**src/rtl/alu_seq.sv**
```systemverilog
// alu_seq: registered ALU with a valid/ready input handshake, iterative
// shift-add multiply, optional iterative restoring divide, an internal
// accumulator and zero/carry/err status flags. One operation in flight.
// Optional feature macro: ALU_DIV_EN (DIV/MOD divider present when defined;
// when undefined, DIV/MOD return d=0 with err=1 in a single cycle).
module alu_seq #(
    parameter int WIDTH = 12,
    parameter int DW    = 32
) (
    input  logic             clk,
    input  logic             rst,
    input  logic             in_valid,
    output logic             in_ready,
    input  logic [3:0]       op,
    input  logic [WIDTH-1:0] a,
    input  logic [WIDTH-1:0] b,
    output logic             out_valid,
    output logic [DW-1:0]    d,
    output logic             zero,
    output logic             carry,
    output logic             err,
    output logic             busy
);
    localparam int CW = (WIDTH > 1) ? $clog2(WIDTH) : 1;
    localparam int PW = 2 * WIDTH;

    typedef enum logic [1:0] {S_IDLE, S_ITER, S_DONE} state_t;

    state_t            state_q, state_d;
    logic [CW-1:0]     cnt_q, cnt_d;
    logic [WIDTH-1:0]  opa_q, opa_d, opb_q, opb_d;
    logic [PW-1:0]     prod_q, prod_d;    // MUL product, or DIV quotient in the low bits
    logic [DW-1:0]     acc_q, acc_d;
    logic [DW-1:0]     d_q, d_d;
    logic              out_valid_q, out_valid_d;
    logic              zero_q, zero_d, carry_q, carry_d, err_q, err_d;

    logic              accept;
    logic              is_iter;
    logic [DW-1:0]     sc_res;
    logic              sc_carry, sc_err;
    logic [WIDTH:0]    add_w;
    logic [WIDTH-1:0]  sub_w, not_w, ones_w;
    logic [DW-1:0]     a_ext, acc_sum;
    logic [PW-1:0]     mul_step;
`ifdef ALU_DIV_EN
    logic [3:0]        op_q, op_d;
    logic [WIDTH-1:0]  rem_q, rem_d;
    logic [WIDTH:0]    trial;
    logic              ge;
    logic [WIDTH-1:0]  rem_next;
    logic [PW-1:0]     quo_step;
`endif

    assign in_ready  = (state_q != S_ITER);
    assign busy      = ~in_ready;
    assign accept    = in_valid & in_ready;
    assign out_valid = out_valid_q;
    assign d         = d_q;
    assign zero      = zero_q;
    assign carry     = carry_q;
    assign err       = err_q;

    assign add_w   = {1'b0, a} + {1'b0, b};
    assign sub_w   = a - b;
    assign not_w   = ~a;
    assign ones_w  = '1;
    assign a_ext   = DW'(a);
    assign acc_sum = acc_q + a_ext;

    // One multiply step, MSB of the multiplier first.
    assign mul_step = (prod_q << 1) + (opb_q[cnt_q] ? {{WIDTH{1'b0}}, opa_q} : '0);

`ifdef ALU_DIV_EN
    // One restoring-divide step: bring in the next dividend bit, subtract if it fits.
    assign trial    = {rem_q, opa_q[cnt_q]};
    assign ge       = (trial >= {1'b0, opb_q});
    assign rem_next = ge ? (trial[WIDTH-1:0] - opb_q) : trial[WIDTH-1:0];
    assign quo_step = (prod_q << 1) | {{(PW-1){1'b0}}, ge};
`endif

    // Single-cycle result and flags; also flags which opcodes must iterate.
    always_comb begin
        sc_res   = '0;
        sc_carry = 1'b0;
        sc_err   = 1'b0;
        is_iter  = 1'b0;
        case (op)
            4'd0:  begin sc_res = DW'(add_w); sc_carry = add_w[WIDTH]; end
            4'd1:  begin sc_res = DW'(sub_w); sc_carry = (a < b); end
            4'd2:  sc_res = DW'(a & b);
            4'd3:  sc_res = DW'(a | b);
            4'd4:  sc_res = DW'(a ^ b);
            4'd5:  sc_res = DW'(not_w);
            4'd6:  sc_res = (32'(b) >= DW) ? '0 : (a_ext << b);
            4'd7:  sc_res = (32'(b) >= DW) ? '0 : (a_ext >> b);
            4'd8:  is_iter = 1'b1;
`ifdef ALU_DIV_EN
            4'd9:  begin
                if (b == '0) begin sc_res = DW'(ones_w); sc_err = 1'b1; end
                else is_iter = 1'b1;
            end
            4'd10: begin
                if (b == '0) begin sc_res = a_ext; sc_err = 1'b1; end
                else is_iter = 1'b1;
            end
`else
            4'd9:  sc_err = (ones_w != '0);
            4'd10: sc_err = 1'b1;
`endif
            4'd11: sc_res = {{(DW-1){1'b0}}, (a < b)};
            4'd12: sc_res = acc_sum;
            4'd13: sc_res = '0;
            4'd14: sc_res = a_ext;
            default: sc_res = '0;
        endcase
    end

    // FSM next-state, datapath updates and output register next values.
    always_comb begin
        state_d     = state_q;
        cnt_d       = cnt_q;
        opa_d       = opa_q;
        opb_d       = opb_q;
        prod_d      = prod_q;
        acc_d       = acc_q;
        d_d         = d_q;
        zero_d      = zero_q;
        carry_d     = carry_q;
        err_d       = err_q;
        out_valid_d = 1'b0;
`ifdef ALU_DIV_EN
        op_d        = op_q;
        rem_d       = rem_q;
`endif
        case (state_q)
            S_ITER: begin
                cnt_d = cnt_q - CW'(1);
`ifdef ALU_DIV_EN
                if (op_q == 4'd8) prod_d = mul_step;
                else begin
                    prod_d = quo_step;
                    rem_d  = rem_next;
                end
`else
                prod_d = mul_step;
`endif
                if (cnt_q == '0) begin
                    state_d     = S_DONE;
                    out_valid_d = 1'b1;
`ifdef ALU_DIV_EN
                    case (op_q)
                        4'd8:    d_d = DW'(mul_step);
                        4'd9:    d_d = DW'(quo_step);
                        default: d_d = DW'(rem_next);
                    endcase
`else
                    d_d = DW'(mul_step);
`endif
                    zero_d  = (d_d == '0);
                    carry_d = 1'b0;
                    err_d   = 1'b0;
                end
            end
            default: begin
                state_d = S_IDLE;
                if (accept) begin
                    if (is_iter) begin
                        state_d = S_ITER;
                        cnt_d   = CW'(WIDTH - 1);
                        opa_d   = a;
                        opb_d   = b;
                        prod_d  = '0;
`ifdef ALU_DIV_EN
                        op_d    = op;
                        rem_d   = '0;
`endif
                    end else begin
                        out_valid_d = 1'b1;
                        d_d         = sc_res;
                        zero_d      = (sc_res == '0);
                        carry_d     = sc_carry;
                        err_d       = sc_err;
                        if (op == 4'd12) acc_d = acc_sum;
                        if (op == 4'd13) acc_d = '0;
                    end
                end
            end
        endcase
    end

    // State and output registers with synchronous reset.
    always_ff @(posedge clk) begin
        if (rst) begin
            state_q     <= S_IDLE;
            cnt_q       <= '0;
            opa_q       <= '0;
            opb_q       <= '0;
            prod_q      <= '0;
            acc_q       <= '0;
            d_q         <= '0;
            zero_q      <= 1'b0;
            carry_q     <= 1'b0;
            err_q       <= 1'b0;
            out_valid_q <= 1'b0;
`ifdef ALU_DIV_EN
            op_q        <= '0;
            rem_q       <= '0;
`endif
        end else begin
            state_q     <= state_d;
            cnt_q       <= cnt_d;
            opa_q       <= opa_d;
            opb_q       <= opb_d;
            prod_q      <= prod_d;
            acc_q       <= acc_d;
            d_q         <= d_d;
            zero_q      <= zero_d;
            carry_q     <= carry_d;
            err_q       <= err_d;
            out_valid_q <= out_valid_d;
`ifdef ALU_DIV_EN
            op_q        <= op_d;
            rem_q       <= rem_d;
`endif
        end
    end
endmodule

```
**config.mk**
```make
export PLATFORM = sky130hd
export DESIGN_NAME = alu_seq
export DESIGN_NICKNAME = d
export VERILOG_FILES = /design/src/rtl/alu_seq.sv
export SDC_FILE = /design/constraint.sdc
export NUM_CORES = 1
export LEC_CHECK = 0
export BUFFER_PORTS_ARGS = -buffer_cell sky130_fd_sc_hd__buf_4
export CAP_MARGIN = 20
export CORE_MARGIN = 4
export CORE_UTILIZATION = 59
export CTS_CLUSTER_DIAMETER = 150
export DETAILED_ROUTE_END_ITERATION = 7
export PLACE_DENSITY = 0.89
export SLEW_MARGIN = 0
export SYNTH_ARGS = -nofsm -noshare
export SYNTH_HDL_FRONTEND = slang
export SYNTH_SLANG_ARGS = --single-unit
```
**constraint.sdc**
```tcl
create_clock -name clk -period 5.1 [get_ports clk]
set_input_delay 0.51 -clock clk [delete_from_list [all_inputs] [get_ports clk]]
set_output_delay 0.51 -clock clk [all_outputs]
set_load 0.01 [all_outputs]
```
### Word level (Yosys, flattened, before mapping)

Cells that the tools add are included.

* shifts and indexed selects: 2
* order comparisons: 3
* $add $sub $neg: 5
* reduce and logical (&&, ||, !) cells: 12
* mux-type cells: 40
* equality and inequality tests: 18
* bitwise gates (word level): 8

Operator list (number)
* 32-bit case mux with 11 select lines: 1
* 32-bit 2-to-1 mux: 8
* 23-bit 2-to-1 mux: 3
* 32-bit by 12-bit adder with 32-bit output: 1
* 32-bit zero test: 1
* 12-bit by 12-bit << shifter with 32-bit output: 1
* 12-bit by 12-bit right shift with 32-bit output: 1
* 4-bit == test (second input constant): 7
* 24-bit by 12-bit adder with 24-bit output: 1
* 24-bit zero test: 1
* 1-bit 2-to-1 mux: 20
* 4-bit by 3-bit == test with 1-bit output (second input constant): 4
* 12-bit by 12-bit adder with 13-bit output: 1
* 12-bit AND: 1
* 12-bit by 6-bit greater-or-equal comparator with 1-bit output (second input constant): 1
* 12-bit less-than comparator: 1
* 12-bit 2-to-1 mux: 1
* 4-bit 2-to-1 mux: 3
* 12-bit NOT: 1
* 12-bit bitwise OR: 1
* 12-bit subtractor: 1
* 12-bit XOR: 1
* 4-bit by 2-bit == test with 1-bit output (second input constant): 2
* 4-bit zero test: 2
* 16 further kinds: 23

* register bits: 121
* logic and storage cells: 99
* bits of input ports: 31

### Depth between registers and ports, before layout

* depth after elaboration: 7
* mapped depth: 17
* gate-level depth less buffers: 17

### Worst setup path before layout

No wires, ideal clock.

* path type: input to register
* start point: input port b[2]
* end point: register zero_q (netlist: zero)
* slack: 0.449 ns
* stages: 17
* arrival time: 4.582 ns
* data required time: 5.031 ns
* library setup time: 0.069 ns
* cell sequence: buf_2 -> buf_2 -> clkbuf_1 -> inv_1 -> clkbuf_1 -> ha_1 -> clkbuf_1 -> nand3_1 -> a21oi_1 -> xnor2_1 -> and2_1 -> or4b_2 -> or4_1 -> or4_1 -> nor4_1 -> nand4_1 -> o21ai_1

* longest elaborated chain between the ends: 7
* elaborated cells between the ends (all ways): 16
* classes of those cells: add/sub (2); order compare (2); shift (2); mux (6); bitwise (3); reduce/logical (1)

RTL lines
* start: declaration: line 16 `input logic [WIDTH-1:0] b,`
* 12-bit by 6-bit greater-or-equal comparator with 1-bit output, or another cell as far along: line 95, 96
* 32-bit 2-to-1 mux, on equally long branches: line 96, 95
* 32-bit case mux with 11 select lines *: line 88 `case (op)`
* 32-bit zero test *: line 181 `zero_d = (sc_res == '0);`
* 1-bit 2-to-1 mux *: line 168 `if (is_iter) begin`
* 1-bit 2-to-1 mux *: line 167 `if (accept) begin`
* 1-bit 2-to-1 mux *: line 136 `case (state_q)`
* end signal: assignment: line 218 `zero_q <= zero_d;`
* end: declaration: line 36 `logic zero_q, zero_d, carry_q, carry_d, err_q, err_d;`

Mark *: on every way between the ends. The rest lies on a longest branch, timed or not. The select of a mux whose other input is x is not followed.
A chain may end at the register's enable or synchronous reset.

### Worst setup path after layout

* start point: register cnt_q[1]
* end point: register zero_q (netlist: zero)

* longest elaborated chain between the ends: 7
* elaborated cells between the ends (all ways): 10
* classes of those cells: add/sub (1); eq/ne (1); mux (5); reduce/logical (3)

RTL lines
* start: declaration: line 30 `logic [CW-1:0] cnt_q, cnt_d;`
* start signal: assignment: line 212 `cnt_q <= cnt_d;`
* 1-bit binary-select mux with 4-bit select: line 72 `assign mul_step = (prod_q << 1) + (opb_q[cnt_q] ? {{WIDTH{1'b0}}, opa_q} : '0);`
* 1-bit 2-to-1 mux (not written as such): line 72
* 12-bit 2-to-1 mux: line 72
* 24-bit by 12-bit adder with 24-bit output: line 72
* 24-bit zero test: line 160 `zero_d = (d_d == '0);`
* 1-bit 2-to-1 mux: line 148 `if (cnt_q == '0) begin`
* 1-bit 2-to-1 mux: line 136

Parallel ways exist; a longest one is shown, timed or not. The select of a mux whose other input is x is not followed.

==> metrics.md <==
| Metric | Value |
|---|---|
| Yosys warnings | 0 |
| Sum Neg Setup Slack | 0 ns |
| Detailed-placement wirelength estimate | 28.5 mm |
| Port Buffers | 68 |
| Post-synth cell types | 83 |
| Number of top-level pins | 69 |
| Global route total overflow | 0 |
| Number of remaining DRC errors | 0 |
| #FFs+latches synth | 121 |
| First-pass GRT wire length | 62.3 mm |
| Number of antenna violations at the first check in global routing | 0 |
| Worst hold-check path type | in -> reg |
| Outcome | finished clean |
| Placement Cell Area | 0.0115 mm2 |
| Total of fill cells in the finished design | 1535 |
| Kind of cell adding the most delay to the critical path | compound AO/OA/AOI/OAI gates |
| Routability congestion estimate | 1.05 |
| Startpoint of the worst-slack reg-to-reg timing path | cnt_q[1] |
| Prevailing post-synth register cell | dfxtp_1 |
| Required time at the worst-slack endpoint | 5.46 ns |
| Clock tree from TritonCTS | yes |
| Largest stage delay on the critical path | 0.54 ns |
| Portion of the clock cycle consumed by the worst path in the final layout | 94.1% |
| Sequential share of the synthesized area | 22.3% |
| Share of synthesized registers carrying an async set or reset | 0% |
| Overall global routing resource usage | 38.2% |
| Area fraction of the dominant cell type after synthesis | 22.3% |
| Layout cell share with drive strength beyond 1 | 12.5% |
| Number of clock sinks | 121 |
| Cell count after synthesis | 1494 |
| Post-synth design cell area | 0.0109 mm2 |
| Worst reg2reg endpoint | zero |
| Final worst setup slack | 0.299 ns |
| Critical-path cell list | mux4_2 > mux2i_1 > o21ai_0 > buf_4 > and2_1 > ha_1 > inv_1 > fa_1 > nor2b_1 > o31a_1 > o21ai_1 > xnor2_1 > or4b_1 > or4_1 > a2111oi_1 > nand4_1 > o41a_1 > o21ai_1 |
| Net total in the final layout | 1594 |
| Biggest area contributors in the synthesized netlist | dfxtp_1 22%, nand2_1 7.1%, a21oi_1 7.1% |
| Critical path's slowest cell | or4b_1 |
| Vias in the first global route | 11200 |
| Leakage power total | 4.81 nW |
| WP buf/inv | 2 |
| Area delta synth->final | 11.3% |
| Pre-Repair DR Iteration Count | 6 |
| VDD IR-drop max | 0.288 mV |
| Actual slew at the worst max-slew pin | 1.00 ns |
| Per-instance average area after synthesis | 7.28 um2 |
| Hold Startpoint | b[8] |
| Area of all placed cells without fillers | 0.0121 mm2 |
| Final count of negative-setup-slack endpoints | 0 |
| Floorplan core area | 0.0180 mm2 |
| CTS buffer count | 17 |
| Max-Slew Margin vs Limit | 33.0% |
| Critical path startpoint category | register |
| Largest net degree at the start of global routing | 62 |
| Row count | 49 |
| Max-capacitance violation count | 0 |
| Hold-critical path endpoint | opb_q[8] |
| Post-CTS Hold Fix Bufs | 0 |
| Most frequent cell on the critical path | o21ai_1 |
| Worst clock skew on the final layout | 0.0133 ns |
| Post CTS Setup Buffer Count | 0 |
| Sum of routed wire length over all layers | 40.0 mm |
| Initial core utilization | 60.3% |
| Via count | 12000 |
| Nature of the critical path endpoint | register |
| Reg clk slew, reported paths | 0.06 ns |
| Critical path data arrival time | 5.17 ns |
| Power density of the placed cells | 237 mW/mm2 |
| Leading area contributor after synthesis | dfxtp_1 |
| Final Max Tran Viols | 0 |
| Worst Setup Slack post-DPL | 0.402 ns |
| Worst hold path cell count | 3 |
| Maximum fanout encountered on the critical timing path | 13 |
| ANT nets after route | 0 |
| Initial DRC count | 2240 |
| Antenna Cells | 0 |
| Maximum clock frequency | 0.208 GHz |
| Worst reg2reg setup slack | 0.30 ns |
| Resized Gates After CTS | 0 |
| Clock tree root buffer cell | clkbuf_16 |
| Number of cell instances on the worst register-to-register path | 18 |
| Final min period | 4.80 ns |
| Number of levels in the clock H-tree | 4 |
| Die boundary width | 144 um |
| Clock insertion delay at the later pin of the skew report | 0.43 ns |
| Setup CP Type | reg -> reg |
| Endpoints failing hold | 0 |
| Number of enable flip-flop cells after synthesis | 0 |
| Unrepaired setup endpoints after global routing | false |
| Vias per Instance | 6.91 |
| Die outline height | 144 um |
| Die Footprint | 0.0207 mm2 |
| Share of the core filled with cells in the final layout | 67.1% |
| Maximum count of clock buffers along a single path | 2 |
| Syn Nets | 1589 |
| Routed length per instance | 23.0 um |
## worst max path at each step
stage	startpoint	endpoint	slack (ns)	cells past startpoint
after global placement	cnt_q[1]	zero	0.48	18
after CTS	cnt_q[1]	zero	0.20	18
after detailed placement	cnt_q[1]	zero	0.40	18
after global routing	cnt_q[1]	zero	0.03	18
after floorplan	b[2]	zero	0.45	17
final	cnt_q[1]	zero	0.30	18
## Yosys cell counts (all sizes together) (13+ instances only)
cell      n
a21oi   154
or2      14
xnor2    28
nand3    42
clkbuf   90
ha       60
nand2   206
a21o     13
nor2b    22
a211oi   19
or3      15
o211ai   13
mux4     13
and3     14
dfxtp   121
and2     20
buf      19
mux2i    32
inv      52
a22oi    23
nor3     36
nand2b   17
o21ai    69
nor2    134
mux2     16
xor2     25
o22ai    15
## worst min-delay path, delay by kind of cell
family | cells | cell delay, ns
buf+inv | 1 | 0.13
compound gates | 1 | 0.05
simple gates | 1 | 0.05
## flip-flops by register name (all words and copies together) (netlist names)
register	cells
cnt_q	4
err	1
prod_q	23
state_q	2
out_valid	1
zero	1
d	32
carry	1
opa_q	12
acc_q	32
opb_q	12
## where the power goes
part / leakage (nW) / internal [mW] / switching, mW
clock network: 0.307 / 0.844 / 0.457
logic: 3.52 / 0.212 / 0.386
registers: 0.977 / 0.960 / 0.0105
total: 4.81 / 2.02 / 0.853
## placed cells by master (no fill, tap or decap), types with 10 or more instances in the layout
master       n
a211oi_1    19
a21o_1      13
a21oi_1    153
a22o_1      10
a22oi_1     22
a31oi_1     10
a32oi_1     10
and2_1      20
and3_1      14
buf_4       93
clkbuf_16   17
dfxtp_1    121
ha_1        60
inv_1       51
mux2_2      16
mux2i_1     32
mux4_2      12
nand2_1    206
nand2b_1    17
nand3_1     42
nand4_1     12
nor2_1     133
nor2b_1     22
nor3_1      35
o211ai_1    13
o21a_1      10
o21ai_0     67
o22ai_1     15
o31ai_1     11
or2_2       14
or3_1       15
or4_1       11
xnor2_1     28
xor2_1      25
## metal layers
| layer | global-route usage (%) | vias to the layer above | part of all wire (%) |
|---|---|---|---|
| li1 | - | 5449 | - |
| met1 | 51.2 | 5589 | 39 |
| met2 | 59.4 | 818 | 45 |
| met3 | 8.69 | 171 | 12 |
| met4 | 15.8 | 0 | 4.7 |
| met5 | 0 | - | 0 |
## cell type report
class / count / area (um2) / share of cell area, %
Clock buffer: 21 / 460 / 3.80
Clock inverter: 11 / 169 / 1.40
Inverter: 55 / 206 / 1.71
Multi-Input combinational cell: 1209 / 7840 / 64.8
Sequential cell: 121 / 2420 / 20.0
Tap cell: 229 / 287 / 2.37
Timing Repair Buffer: 95 / 718 / 5.93
## metrics by stage
stage | cells | total power [mW] | hold slack (ns)
finish | 1741 | 2.87 | 0.376
global route | 1741 | 2.95 | 0.375
CTS | 1739 | 2.85 | 0.369
detailed placement | 1707 | 1.56 | 0.445
global placement | 1707 | 1.56 | 0.443
floorplan | 1494 | 1.37 | 0.432
## logic make-up (layout without fill, tap and decap cells)
| kind of cell | Yosys count | after routing | synth area share (%) |
|---|---|---|---|
| and+or+nand+nor | 586 | 586 | 25.9 |
| AOI/OAI and AO/OA | 445 | 445 | 26.8 |
| buffers and inverters | 164 | 182 | 5.82 |
| DFF | 121 | 121 | 22.3 |
| adders and majority gates | 64 | 64 | 7.64 |
| muxes | 61 | 61 | 7.33 |
| xor gates and xnor gates | 53 | 53 | 4.27 |
No activity file was read; power rests on OpenSTA's default activity.
